`config.mk`:
```
export PLATFORM = sky130hd
export DESIGN_NAME = bp_be_fe_cmd_gen_flat
export DESIGN_NICKNAME = d
export VERILOG_FILES = /design/src/rtl/bp_be_fe_cmd_gen_if.sv /design/src/rtl/bp_be_fe_cmd_gen.sv /design/src/flat_wrapper.sv
export SDC_FILE = /design/constraint.sdc
export NUM_CORES = 1
export LEC_CHECK = 0
export ABC_AREA = 1
export CAP_MARGIN = 40
export CORE_MARGIN = 2
export CORE_UTILIZATION = 52
export DETAILED_ROUTE_END_ITERATION = 6
export PLACE_DENSITY = 0.8
export SLEW_MARGIN = 20
export SYNTH_ARGS = -nofsm -noshare
export SYNTH_HDL_FRONTEND = slang
export SYNTH_SLANG_ARGS = --single-unit
export TNS_END_PERCENT = 5
```
`constraint.sdc`:
```
create_clock -name clk_i -period 8.9 [get_ports clk_i]
set_input_delay 2.67 -clock clk_i [delete_from_list [all_inputs] [get_ports clk_i]]
set_output_delay 2.67 -clock clk_i [all_outputs]
set_load 0.03 [all_outputs]
```
`src/rtl/bp_be_fe_cmd_gen_if.sv`:
```
// Backend-to-frontend command bundle: execute-stage resolutions in, redirect/attaboy commands out.
// slave is the command generator, master is the execute stage / frontend pair that drives and consumes it.
interface bp_be_fe_cmd_gen_if #(
  parameter int vaddr_width_p               = 39,
  parameter int branch_metadata_fwd_width_p = 64,
  parameter int drop_cnt_width_p            = 8
);
  logic                                   res_v_i;
  logic                                   res_epoch_i;
  logic [vaddr_width_p-1:0]               res_pc_i;
  logic [vaddr_width_p-1:0]               res_tgt_i;
  logic [vaddr_width_p-1:0]               res_pred_npc_i;
  logic                                   res_taken_i;
  logic                                   res_is_br_i;
  logic                                   res_is_jmp_i;
  logic                                   res_nonbr_i;
  logic [branch_metadata_fwd_width_p-1:0] res_metadata_i;
  logic                                   ext_redirect_v_i;
  logic [vaddr_width_p-1:0]               ext_redirect_pc_i;

  logic                                   redirect_v_o;
  logic [vaddr_width_p-1:0]               redirect_pc_o;
  logic                                   redirect_br_v_o;
  logic [branch_metadata_fwd_width_p-1:0] redirect_br_metadata_fwd_o;
  logic                                   redirect_br_taken_o;
  logic                                   redirect_br_ntaken_o;
  logic                                   redirect_br_nonbr_o;

  logic                                   attaboy_v_o;
  logic [vaddr_width_p-1:0]               attaboy_pc_o;
  logic [branch_metadata_fwd_width_p-1:0] attaboy_br_metadata_fwd_o;
  logic                                   attaboy_taken_o;
  logic                                   attaboy_ntaken_o;
  logic                                   attaboy_yumi_i;

  logic                                   epoch_o;
  logic [drop_cnt_width_p-1:0]            drop_cnt_o;

  modport slave (
    input  res_v_i, res_epoch_i, res_pc_i, res_tgt_i, res_pred_npc_i, res_taken_i,
           res_is_br_i, res_is_jmp_i, res_nonbr_i, res_metadata_i,
           ext_redirect_v_i, ext_redirect_pc_i, attaboy_yumi_i,
    output redirect_v_o, redirect_pc_o, redirect_br_v_o, redirect_br_metadata_fwd_o,
           redirect_br_taken_o, redirect_br_ntaken_o, redirect_br_nonbr_o,
           attaboy_v_o, attaboy_pc_o, attaboy_br_metadata_fwd_o, attaboy_taken_o,
           attaboy_ntaken_o, epoch_o, drop_cnt_o
  );

  modport master (
    output res_v_i, res_epoch_i, res_pc_i, res_tgt_i, res_pred_npc_i, res_taken_i,
           res_is_br_i, res_is_jmp_i, res_nonbr_i, res_metadata_i,
           ext_redirect_v_i, ext_redirect_pc_i, attaboy_yumi_i,
    input  redirect_v_o, redirect_pc_o, redirect_br_v_o, redirect_br_metadata_fwd_o,
           redirect_br_taken_o, redirect_br_ntaken_o, redirect_br_nonbr_o,
           attaboy_v_o, attaboy_pc_o, attaboy_br_metadata_fwd_o, attaboy_taken_o,
           attaboy_ntaken_o, epoch_o, drop_cnt_o
  );
endinterface

```
`src/rtl/bp_be_fe_cmd_gen.sv`:
```
// Frontend redirect/attaboy generator: redirect registered 1 cycle after resolution, attaboy visible 1 cycle after enqueue.
// Redirects have no backpressure; attaboys queue in a FIFO drained by valid/yumi and are dropped (and counted) when full.
module bp_be_fe_cmd_gen #(
  parameter int vaddr_width_p               = 39,
  parameter int branch_metadata_fwd_width_p = 64,
  parameter int attaboy_els_p               = 4,
  parameter int drop_cnt_width_p            = 8
) (
  input logic                 clk_i,
  input logic                 reset_n_i,
  bp_be_fe_cmd_gen_if.slave   io
);

  localparam int ptr_w = $clog2(attaboy_els_p);
  localparam int cnt_w = $clog2(attaboy_els_p + 1);

  typedef struct packed {
    logic [vaddr_width_p-1:0]               pc;
    logic [branch_metadata_fwd_width_p-1:0] md;
    logic                                   taken;
    logic                                   ntaken;
  } attaboy_t;

  logic                          epoch_r;
  logic                          is_nonbr, is_jmp, is_br;
  logic                          live, taken, ntaken, mispredict, enq;
  logic [vaddr_width_p-1:0]      pc_plus4, actual_npc;

  logic                                   redir_v_r;
  logic [vaddr_width_p-1:0]               redir_pc_r;
  logic                                   redir_br_v_r;
  logic [branch_metadata_fwd_width_p-1:0] redir_md_r;
  logic                                   redir_taken_r, redir_ntaken_r, redir_nonbr_r;

  attaboy_t                      mem [attaboy_els_p];
  attaboy_t                      wr_entry, head;
  logic [ptr_w-1:0]              wr_ptr, rd_ptr;
  logic [cnt_w-1:0]              cnt;
  logic [drop_cnt_width_p-1:0]   drop_cnt_r;
  logic                          empty, full, deq, accept, drop;

  // Kind flags are made one-hot so taken/ntaken/nonbr can never overlap.
  always_comb begin
    is_nonbr   = io.res_nonbr_i;
    is_jmp     = io.res_is_jmp_i & ~io.res_nonbr_i;
    is_br      = io.res_is_br_i & ~io.res_is_jmp_i & ~io.res_nonbr_i;
    live       = io.res_v_i & (io.res_epoch_i == epoch_r) & (is_br | is_jmp | is_nonbr);
    pc_plus4   = io.res_pc_i + vaddr_width_p'(4);
    actual_npc = pc_plus4;
    if (is_jmp | (is_br & io.res_taken_i)) actual_npc = io.res_tgt_i;
    taken      = (is_br & io.res_taken_i) | is_jmp;
    ntaken     = is_br & ~io.res_taken_i;
    mispredict = live & (is_nonbr | (actual_npc != io.res_pred_npc_i));
    enq        = live & ~mispredict & ~io.ext_redirect_v_i;
  end

  always_ff @(posedge clk_i or negedge reset_n_i) begin
    if (!reset_n_i) begin
      epoch_r        <= 1'b0;
      redir_v_r      <= 1'b0;
      redir_pc_r     <= '0;
      redir_br_v_r   <= 1'b0;
      redir_md_r     <= '0;
      redir_taken_r  <= 1'b0;
      redir_ntaken_r <= 1'b0;
      redir_nonbr_r  <= 1'b0;
    end else begin
      if (io.ext_redirect_v_i) begin
        redir_v_r      <= 1'b1;
        redir_pc_r     <= io.ext_redirect_pc_i;
        redir_br_v_r   <= 1'b0;
        redir_md_r     <= '0;
        redir_taken_r  <= 1'b0;
        redir_ntaken_r <= 1'b0;
        redir_nonbr_r  <= 1'b0;
      end else if (mispredict) begin
        redir_v_r      <= 1'b1;
        redir_pc_r     <= actual_npc;
        redir_br_v_r   <= 1'b1;
        redir_md_r     <= io.res_metadata_i;
        redir_taken_r  <= taken;
        redir_ntaken_r <= ntaken;
        redir_nonbr_r  <= is_nonbr;
      end else begin
        redir_v_r      <= 1'b0;
        redir_pc_r     <= '0;
        redir_br_v_r   <= 1'b0;
        redir_md_r     <= '0;
        redir_taken_r  <= 1'b0;
        redir_ntaken_r <= 1'b0;
        redir_nonbr_r  <= 1'b0;
      end
      if (io.ext_redirect_v_i | mispredict) epoch_r <= ~epoch_r;
    end
  end

  // A full FIFO still accepts when the head leaves in the same cycle.
  always_comb begin
    empty    = (cnt == '0);
    full     = (cnt == cnt_w'(attaboy_els_p));
    deq      = io.attaboy_yumi_i & ~empty;
    accept   = enq & (~full | deq);
    drop     = enq & full & ~deq;
    wr_entry = '{pc: actual_npc, md: io.res_metadata_i, taken: taken, ntaken: ntaken};
    head     = mem[rd_ptr];
  end

  always_ff @(posedge clk_i or negedge reset_n_i) begin
    if (!reset_n_i) begin
      wr_ptr     <= '0;
      rd_ptr     <= '0;
      cnt        <= '0;
      drop_cnt_r <= '0;
    end else begin
      if (accept) wr_ptr <= wr_ptr + ptr_w'(1);
      if (deq)    rd_ptr <= rd_ptr + ptr_w'(1);
      cnt <= cnt + cnt_w'(accept) - cnt_w'(deq);
      if (drop && !(&drop_cnt_r)) drop_cnt_r <= drop_cnt_r + drop_cnt_width_p'(1);
    end
  end

  always_ff @(posedge clk_i) begin
    if (accept) mem[wr_ptr] <= wr_entry;
  end

  always_ff @(posedge clk_i) begin
    if (reset_n_i && io.attaboy_yumi_i) assert (!empty);
  end

  assign io.redirect_v_o               = redir_v_r;
  assign io.redirect_pc_o              = redir_pc_r;
  assign io.redirect_br_v_o            = redir_br_v_r;
  assign io.redirect_br_metadata_fwd_o = redir_md_r;
  assign io.redirect_br_taken_o        = redir_taken_r;
  assign io.redirect_br_ntaken_o       = redir_ntaken_r;
  assign io.redirect_br_nonbr_o        = redir_nonbr_r;

  // Storage is not reset, so the head is masked to zero while the FIFO is empty.
  assign io.attaboy_v_o                = ~empty;
  assign io.attaboy_pc_o               = empty ? '0 : head.pc;
  assign io.attaboy_br_metadata_fwd_o  = empty ? '0 : head.md;
  assign io.attaboy_taken_o            = ~empty & head.taken;
  assign io.attaboy_ntaken_o           = ~empty & head.ntaken;

  assign io.epoch_o                    = epoch_r;
  assign io.drop_cnt_o                 = drop_cnt_r;

endmodule

```
`src/flat_wrapper.sv`:
```
// flat-port wrapper written by rule: the top's interface ports become plain ports
module bp_be_fe_cmd_gen_flat 
#(
  parameter int vaddr_width_p               = 39,
  parameter int branch_metadata_fwd_width_p = 64,
  parameter int attaboy_els_p               = 4,
  parameter int drop_cnt_width_p            = 8
)
  (clk_i, reset_n_i, io_res_v_i, io_res_epoch_i, io_res_pc_i, io_res_tgt_i, io_res_pred_npc_i, io_res_taken_i, io_res_is_br_i, io_res_is_jmp_i, io_res_nonbr_i, io_res_metadata_i, io_ext_redirect_v_i, io_ext_redirect_pc_i, io_attaboy_yumi_i, io_redirect_v_o, io_redirect_pc_o, io_redirect_br_v_o, io_redirect_br_metadata_fwd_o, io_redirect_br_taken_o, io_redirect_br_ntaken_o, io_redirect_br_nonbr_o, io_attaboy_v_o, io_attaboy_pc_o, io_attaboy_br_metadata_fwd_o, io_attaboy_taken_o, io_attaboy_ntaken_o, io_epoch_o, io_drop_cnt_o);
  bp_be_fe_cmd_gen_if #(.vaddr_width_p(vaddr_width_p), .branch_metadata_fwd_width_p(branch_metadata_fwd_width_p), .drop_cnt_width_p(drop_cnt_width_p)) io_i ();
  input logic clk_i;
  input logic reset_n_i;
  input wire logic [$bits(io_i.res_v_i)-1:0] io_res_v_i;
  input wire logic [$bits(io_i.res_epoch_i)-1:0] io_res_epoch_i;
  input wire logic [$bits(io_i.res_pc_i)-1:0] io_res_pc_i;
  input wire logic [$bits(io_i.res_tgt_i)-1:0] io_res_tgt_i;
  input wire logic [$bits(io_i.res_pred_npc_i)-1:0] io_res_pred_npc_i;
  input wire logic [$bits(io_i.res_taken_i)-1:0] io_res_taken_i;
  input wire logic [$bits(io_i.res_is_br_i)-1:0] io_res_is_br_i;
  input wire logic [$bits(io_i.res_is_jmp_i)-1:0] io_res_is_jmp_i;
  input wire logic [$bits(io_i.res_nonbr_i)-1:0] io_res_nonbr_i;
  input wire logic [$bits(io_i.res_metadata_i)-1:0] io_res_metadata_i;
  input wire logic [$bits(io_i.ext_redirect_v_i)-1:0] io_ext_redirect_v_i;
  input wire logic [$bits(io_i.ext_redirect_pc_i)-1:0] io_ext_redirect_pc_i;
  input wire logic [$bits(io_i.attaboy_yumi_i)-1:0] io_attaboy_yumi_i;
  output wire logic [$bits(io_i.redirect_v_o)-1:0] io_redirect_v_o;
  output wire logic [$bits(io_i.redirect_pc_o)-1:0] io_redirect_pc_o;
  output wire logic [$bits(io_i.redirect_br_v_o)-1:0] io_redirect_br_v_o;
  output wire logic [$bits(io_i.redirect_br_metadata_fwd_o)-1:0] io_redirect_br_metadata_fwd_o;
  output wire logic [$bits(io_i.redirect_br_taken_o)-1:0] io_redirect_br_taken_o;
  output wire logic [$bits(io_i.redirect_br_ntaken_o)-1:0] io_redirect_br_ntaken_o;
  output wire logic [$bits(io_i.redirect_br_nonbr_o)-1:0] io_redirect_br_nonbr_o;
  output wire logic [$bits(io_i.attaboy_v_o)-1:0] io_attaboy_v_o;
  output wire logic [$bits(io_i.attaboy_pc_o)-1:0] io_attaboy_pc_o;
  output wire logic [$bits(io_i.attaboy_br_metadata_fwd_o)-1:0] io_attaboy_br_metadata_fwd_o;
  output wire logic [$bits(io_i.attaboy_taken_o)-1:0] io_attaboy_taken_o;
  output wire logic [$bits(io_i.attaboy_ntaken_o)-1:0] io_attaboy_ntaken_o;
  output wire logic [$bits(io_i.epoch_o)-1:0] io_epoch_o;
  output wire logic [$bits(io_i.drop_cnt_o)-1:0] io_drop_cnt_o;
  assign io_i.res_v_i = io_res_v_i;
  assign io_i.res_epoch_i = io_res_epoch_i;
  assign io_i.res_pc_i = io_res_pc_i;
  assign io_i.res_tgt_i = io_res_tgt_i;
  assign io_i.res_pred_npc_i = io_res_pred_npc_i;
  assign io_i.res_taken_i = io_res_taken_i;
  assign io_i.res_is_br_i = io_res_is_br_i;
  assign io_i.res_is_jmp_i = io_res_is_jmp_i;
  assign io_i.res_nonbr_i = io_res_nonbr_i;
  assign io_i.res_metadata_i = io_res_metadata_i;
  assign io_i.ext_redirect_v_i = io_ext_redirect_v_i;
  assign io_i.ext_redirect_pc_i = io_ext_redirect_pc_i;
  assign io_i.attaboy_yumi_i = io_attaboy_yumi_i;
  assign io_redirect_v_o = io_i.redirect_v_o;
  assign io_redirect_pc_o = io_i.redirect_pc_o;
  assign io_redirect_br_v_o = io_i.redirect_br_v_o;
  assign io_redirect_br_metadata_fwd_o = io_i.redirect_br_metadata_fwd_o;
  assign io_redirect_br_taken_o = io_i.redirect_br_taken_o;
  assign io_redirect_br_ntaken_o = io_i.redirect_br_ntaken_o;
  assign io_redirect_br_nonbr_o = io_i.redirect_br_nonbr_o;
  assign io_attaboy_v_o = io_i.attaboy_v_o;
  assign io_attaboy_pc_o = io_i.attaboy_pc_o;
  assign io_attaboy_br_metadata_fwd_o = io_i.attaboy_br_metadata_fwd_o;
  assign io_attaboy_taken_o = io_i.attaboy_taken_o;
  assign io_attaboy_ntaken_o = io_i.attaboy_ntaken_o;
  assign io_epoch_o = io_i.epoch_o;
  assign io_drop_cnt_o = io_i.drop_cnt_o;
  bp_be_fe_cmd_gen #(.vaddr_width_p(vaddr_width_p), .branch_metadata_fwd_width_p(branch_metadata_fwd_width_p), .attaboy_els_p(attaboy_els_p), .drop_cnt_width_p(drop_cnt_width_p)) u_core (.clk_i(clk_i), .reset_n_i(reset_n_i), .io(io_i));
endmodule
```
==> summary by stage <==
Outcome
The flow ran to the end, and the final reports show no timing, DRC or antenna violations.

Clock tree
The H-tree was split into 2 levels. For this design, the CTS-stage hold fixing added 0 buffers. At the later pin of the worst-skew pair, clock insertion delay measures around 0.60 ns. The clock passes through at most 3 buffers. Buffers inserted during clock tree synthesis total 54. Gates resized during post-CTS repair numbered 0.

Clock tree synthesis selected as its root buffer the cell sky130_fd_sc_hd__clkbuf_16. In this run the post-CTS setup repair buffer count came out at 0. CTS saw 544 sinks. TritonCTS built the clock tree. The CTS clock-pin slew for the worst setup and hold paths is around 0.06 ns.

Place
The number of buffers added on ports is 452. The final weighted congestion of routability-driven global placement is 0.949. Once detailed placement completed, the half-perimeter wirelength came to 47600 µm.

Layout
The final standard cell utilization of the core is 68.3%. For this run, the post-layout net count is 3019. The total of fill cells in the finished design is 3267. The footprint of the multi-input gates is 0.00679 mm². In the final layout, the share of cells above drive strength 1 is 6.72%. The register cell area after layout is 0.0157 mm². Relative to the synthesized area, the layout overhead comes to 30.0%.

The number of antenna diodes in the final layout is 0.

Timing
The final count of hold timing violations came to 0. Across the routed clock network, the largest skew measured is between 0.01 and 0.015 ns. The top achievable clock speed is about 140 MHz. The transition at the pin with the smallest max-transition slack is 0.832 ns. The clock period could shrink to 7.07 ns.

The setup violation total in the final timing report is 0. After layout, the worst path uses 79.5% of the clock period. The final number of max-transition violations is 0. Setup repair after global routing left no endpoint under its margin. The relative max-transition margin is 44.4%.

Logic synthesis
Of the post-synthesis cell area, the part taken by muxes is 0%. By area the synthesized netlist is led by sky130_fd_sc_hd__edfxtp_1, sky130_fd_sc_hd__dfrtp_1, sky130_fd_sc_hd__nor2_1. The post-synthesis cell count is 2352. sky130_fd_sc_hd__edfxtp_1 takes more of the synthesized area than any other cell.

Summed over its instances, the top area cell type makes up 53.2% of the synthesized netlist area. The share of the Yosys chip area taken by registers is approximately two thirds. The cell with the most instances after synthesis is sky130_fd_sc_hd__nor2_1. The number of unique standard cell types used by synthesis is 37.

The largest family of logic cells by synthesized area is simple AND/OR/NAND/NOR gates. In the synthesized netlist the async set-or-reset flop fraction comes to 22.8%. Summing the areas of all compound-gate instances in the mapped netlist gives 8.25% of the synthesized area.

In this run, synthesis inferred 420 flip-flops with an integrated enable. The xor and xnor area share after synthesis is 0.258%. By count the netlist is led by sky130_fd_sc_hd__nor2_1, sky130_fd_sc_hd__edfxtp_1, sky130_fd_sc_hd__nand2_1.

The simple-gate area share of the yosys netlist is 19.5%. The main flop type after synthesis is sky130_fd_sc_hd__edfxtp_1. Dividing the synthesized area by the synthesized cell count gives between 10 and 15 µm². The adder-cell share of the synthesized area is 0.506%. The cell area that synthesis handed to floorplanning was ~0.024 mm². Counting flops and latches in the post-synthesis netlist gives 544. The count of yosys warnings during synthesis is 0. The synthesized netlist net count is 2591.

Critical path
The category of the most critical setup path is flip-flop to output pin. The required time reported for the critical path endpoint is 6.23 ns. Of all nets on the critical path, the largest fanout is ~70. STA puts the critical path data arrival time at 4.40 ns. On the critical path the largest part of the delay comes from buffers and inverters.

The delay of the slowest cell on the worst path is 0.81 ns. The number of buffer and inverter instances along the worst setup path is 4. The critical-path cell with the highest stage delay is sky130_fd_sc_hd__dfrtp_4. STA classifies the critical path startpoint as a flip-flop. The signal on the critical path passes through buf_4, buf_4, buf_12, nor2_1, nor2_1, o21ai_0, a21oi_1, clkdlybuf4s50_1. STA classifies the critical path endpoint as an output pin.

Detailed routing
The total via count after detailed routing is 18491. Wires add up to 69600 µm. The count of nets left with antenna violations once routing finished came out at 0. Dividing the detail-routed via count by the number of cells gives 5.40. The length of the first detailed-routing pass in iterations is 6.

The DRC violation count after routing is 0. After detailed routing, the average wire length per cell comes to 20.3 µm. For this block, the initial DRC count from the detailed router was between 1500 and 2000.

Hold path
The min-delay analysis places its worst path in the category flip-flop to flip-flop.

Floorplan
The floorplan has 78 rows. The initial utilization of the core area, before any placement, comes to a little over half. The die height is 218 µm. The number of placed I/O pins is 453. The area of the die is 0.0473 mm².

In this run the horizontal extent of the chip is 218 µm. The region available for standard cell placement spans 0.0452 mm².

Power
The maximum VDD drop is 0.268 mV. For this design the ratio of total power to cell area is roughly 290 mW/mm². Summed over all cells, the static leakage comes to 12.1 nW.

The design draws 8.89 mW.

Global route
The total global routing track utilization is between 20 and 30%. The pin count of the biggest net entering global routing is ~130. The final global-route overflow total is 0. The first global-routing pass estimated 105000 µm of wire. The via count of the first global-routing pass came to 18261. The initial antenna violation count is 2.

Job
The tool flagged a number of max-cap violations equal to 0.
## placed cells by master, fill, tap and decap left out, drive strengths merged, types with 3 or more instances in the layout
cell type / instances
nor2: 581
clkdlybuf4s50: 451
edfxtp: 420
nand2: 368
o21ai: 259
inv: 205
dfrtp: 124
a21oi: 108
clkbuf: 84
nand3: 81
or2: 29
buf: 26
nand3b: 23
nand4: 16
clkinv: 12
ha: 8
nor3: 8
xor2: 7
bufinv: 6
o211ai: 4
o21bai: 3
## state kept, by name, summed over array words and instances (netlist names)
| register | flops |
|---|---|
| u_core.wr_ptr | 2 |
| u_core.io.redirect_v_o | 1 |
| u_core.io.redirect_br_nonbr_o | 1 |
| u_core.io.redirect_br_v_o | 1 |
| u_core.io.epoch_o | 1 |
| u_core.io.drop_cnt_o | 8 |
| u_core.mem | 420 |
| u_core.io.redirect_br_taken_o | 1 |
| u_core.cnt | 3 |
| u_core.io.redirect_br_ntaken_o | 1 |
| u_core.io.redirect_br_metadata_fwd_o | 64 |
| u_core.io.redirect_pc_o | 39 |
| u_core.rd_ptr | 2 |
## where the power goes
| group | leakage, nW | internal [mW] | switching, mW |
|---|---|---|---|
| clock | 0.928 | 1.43 | 0.941 |
| sequential | 5.41 | 2.80 | 0.105 |
| combinational | 5.76 | 1.27 | 2.34 |
## worst min-delay path: cells and delay by family, from the launching register on
kind / cells / cell delay [ns]
AND/OR/NAND/NOR: 2 / 0.12
flip-flops: 1 / 0.39
## final cells by class
cell class / count / area share, %
flip-flops and latches: 544 / 51.0
multi-input cells: 1498 / 22.0
repair buffers: 477 / 15.9
clock buffers: 84 / 5.28
inverters: 205 / 2.53
well taps: 600 / 2.43
clock inverters: 18 / 0.868
## routing by layer
layer	global-route usage, %	wire length, µm	share of wire, %
met1	37.7	27100	39
met5	0	12	0.017
met2	49.4	34100	49
met4	9.16	2180	3.1
met3	6.32	6220	8.9
## cells by family (layout without fill, tap and decap cells)
family,count (synthesis),count (layout)
DFF,544,544
buffers and inverters,310,784
adders and majority gates,9,9
and+or+nand+nor,1108,1108
xor gates and xnor gates,7,7
AOI/OAI and AO/OA,374,374
## path summary, 6_finish.rpt
path / startpoint / endpoint / slack (ns) / depth (start not counted)
setup / recovery: u_core.rd_ptr[0] / io_attaboy_br_metadata_fwd_o[51] / 1.83 / 8
hold / removal: u_core.io.drop_cnt_o[4] / u_core.io.drop_cnt_o[4] / 0.54 / 2
setup reg to reg: u_core.io.epoch_o / u_core.mem[3][33] / 5.18 / 10
hold reg to reg: u_core.io.drop_cnt_o[4] / u_core.io.drop_cnt_o[4] / 0.54 / 2
max in group asynchronous: reset_n_i / u_core.rd_ptr[1] / 5.82 / 3
min in group asynchronous: reset_n_i / u_core.io.redirect_br_metadata_fwd_o[6] / 2.06 / 1
## per-stage QoR
step                      hold slack [ns]  area (µm²)  setup TNS (ns)  setup slack, ns  cells
after global routing                0.562       30800               0             1.57   3426
after floorplan                     0.494       23700         -159.73           -0.507   2352
after detailed placement            0.527       28800               0             1.50   3320
after CTS                           0.540       30700               0             1.83   3422
final                               0.539       30800               0             1.83   3426
after global placement              0.506       28800               0             1.50   3318
No activity file was read; power rests on OpenSTA's default activity.
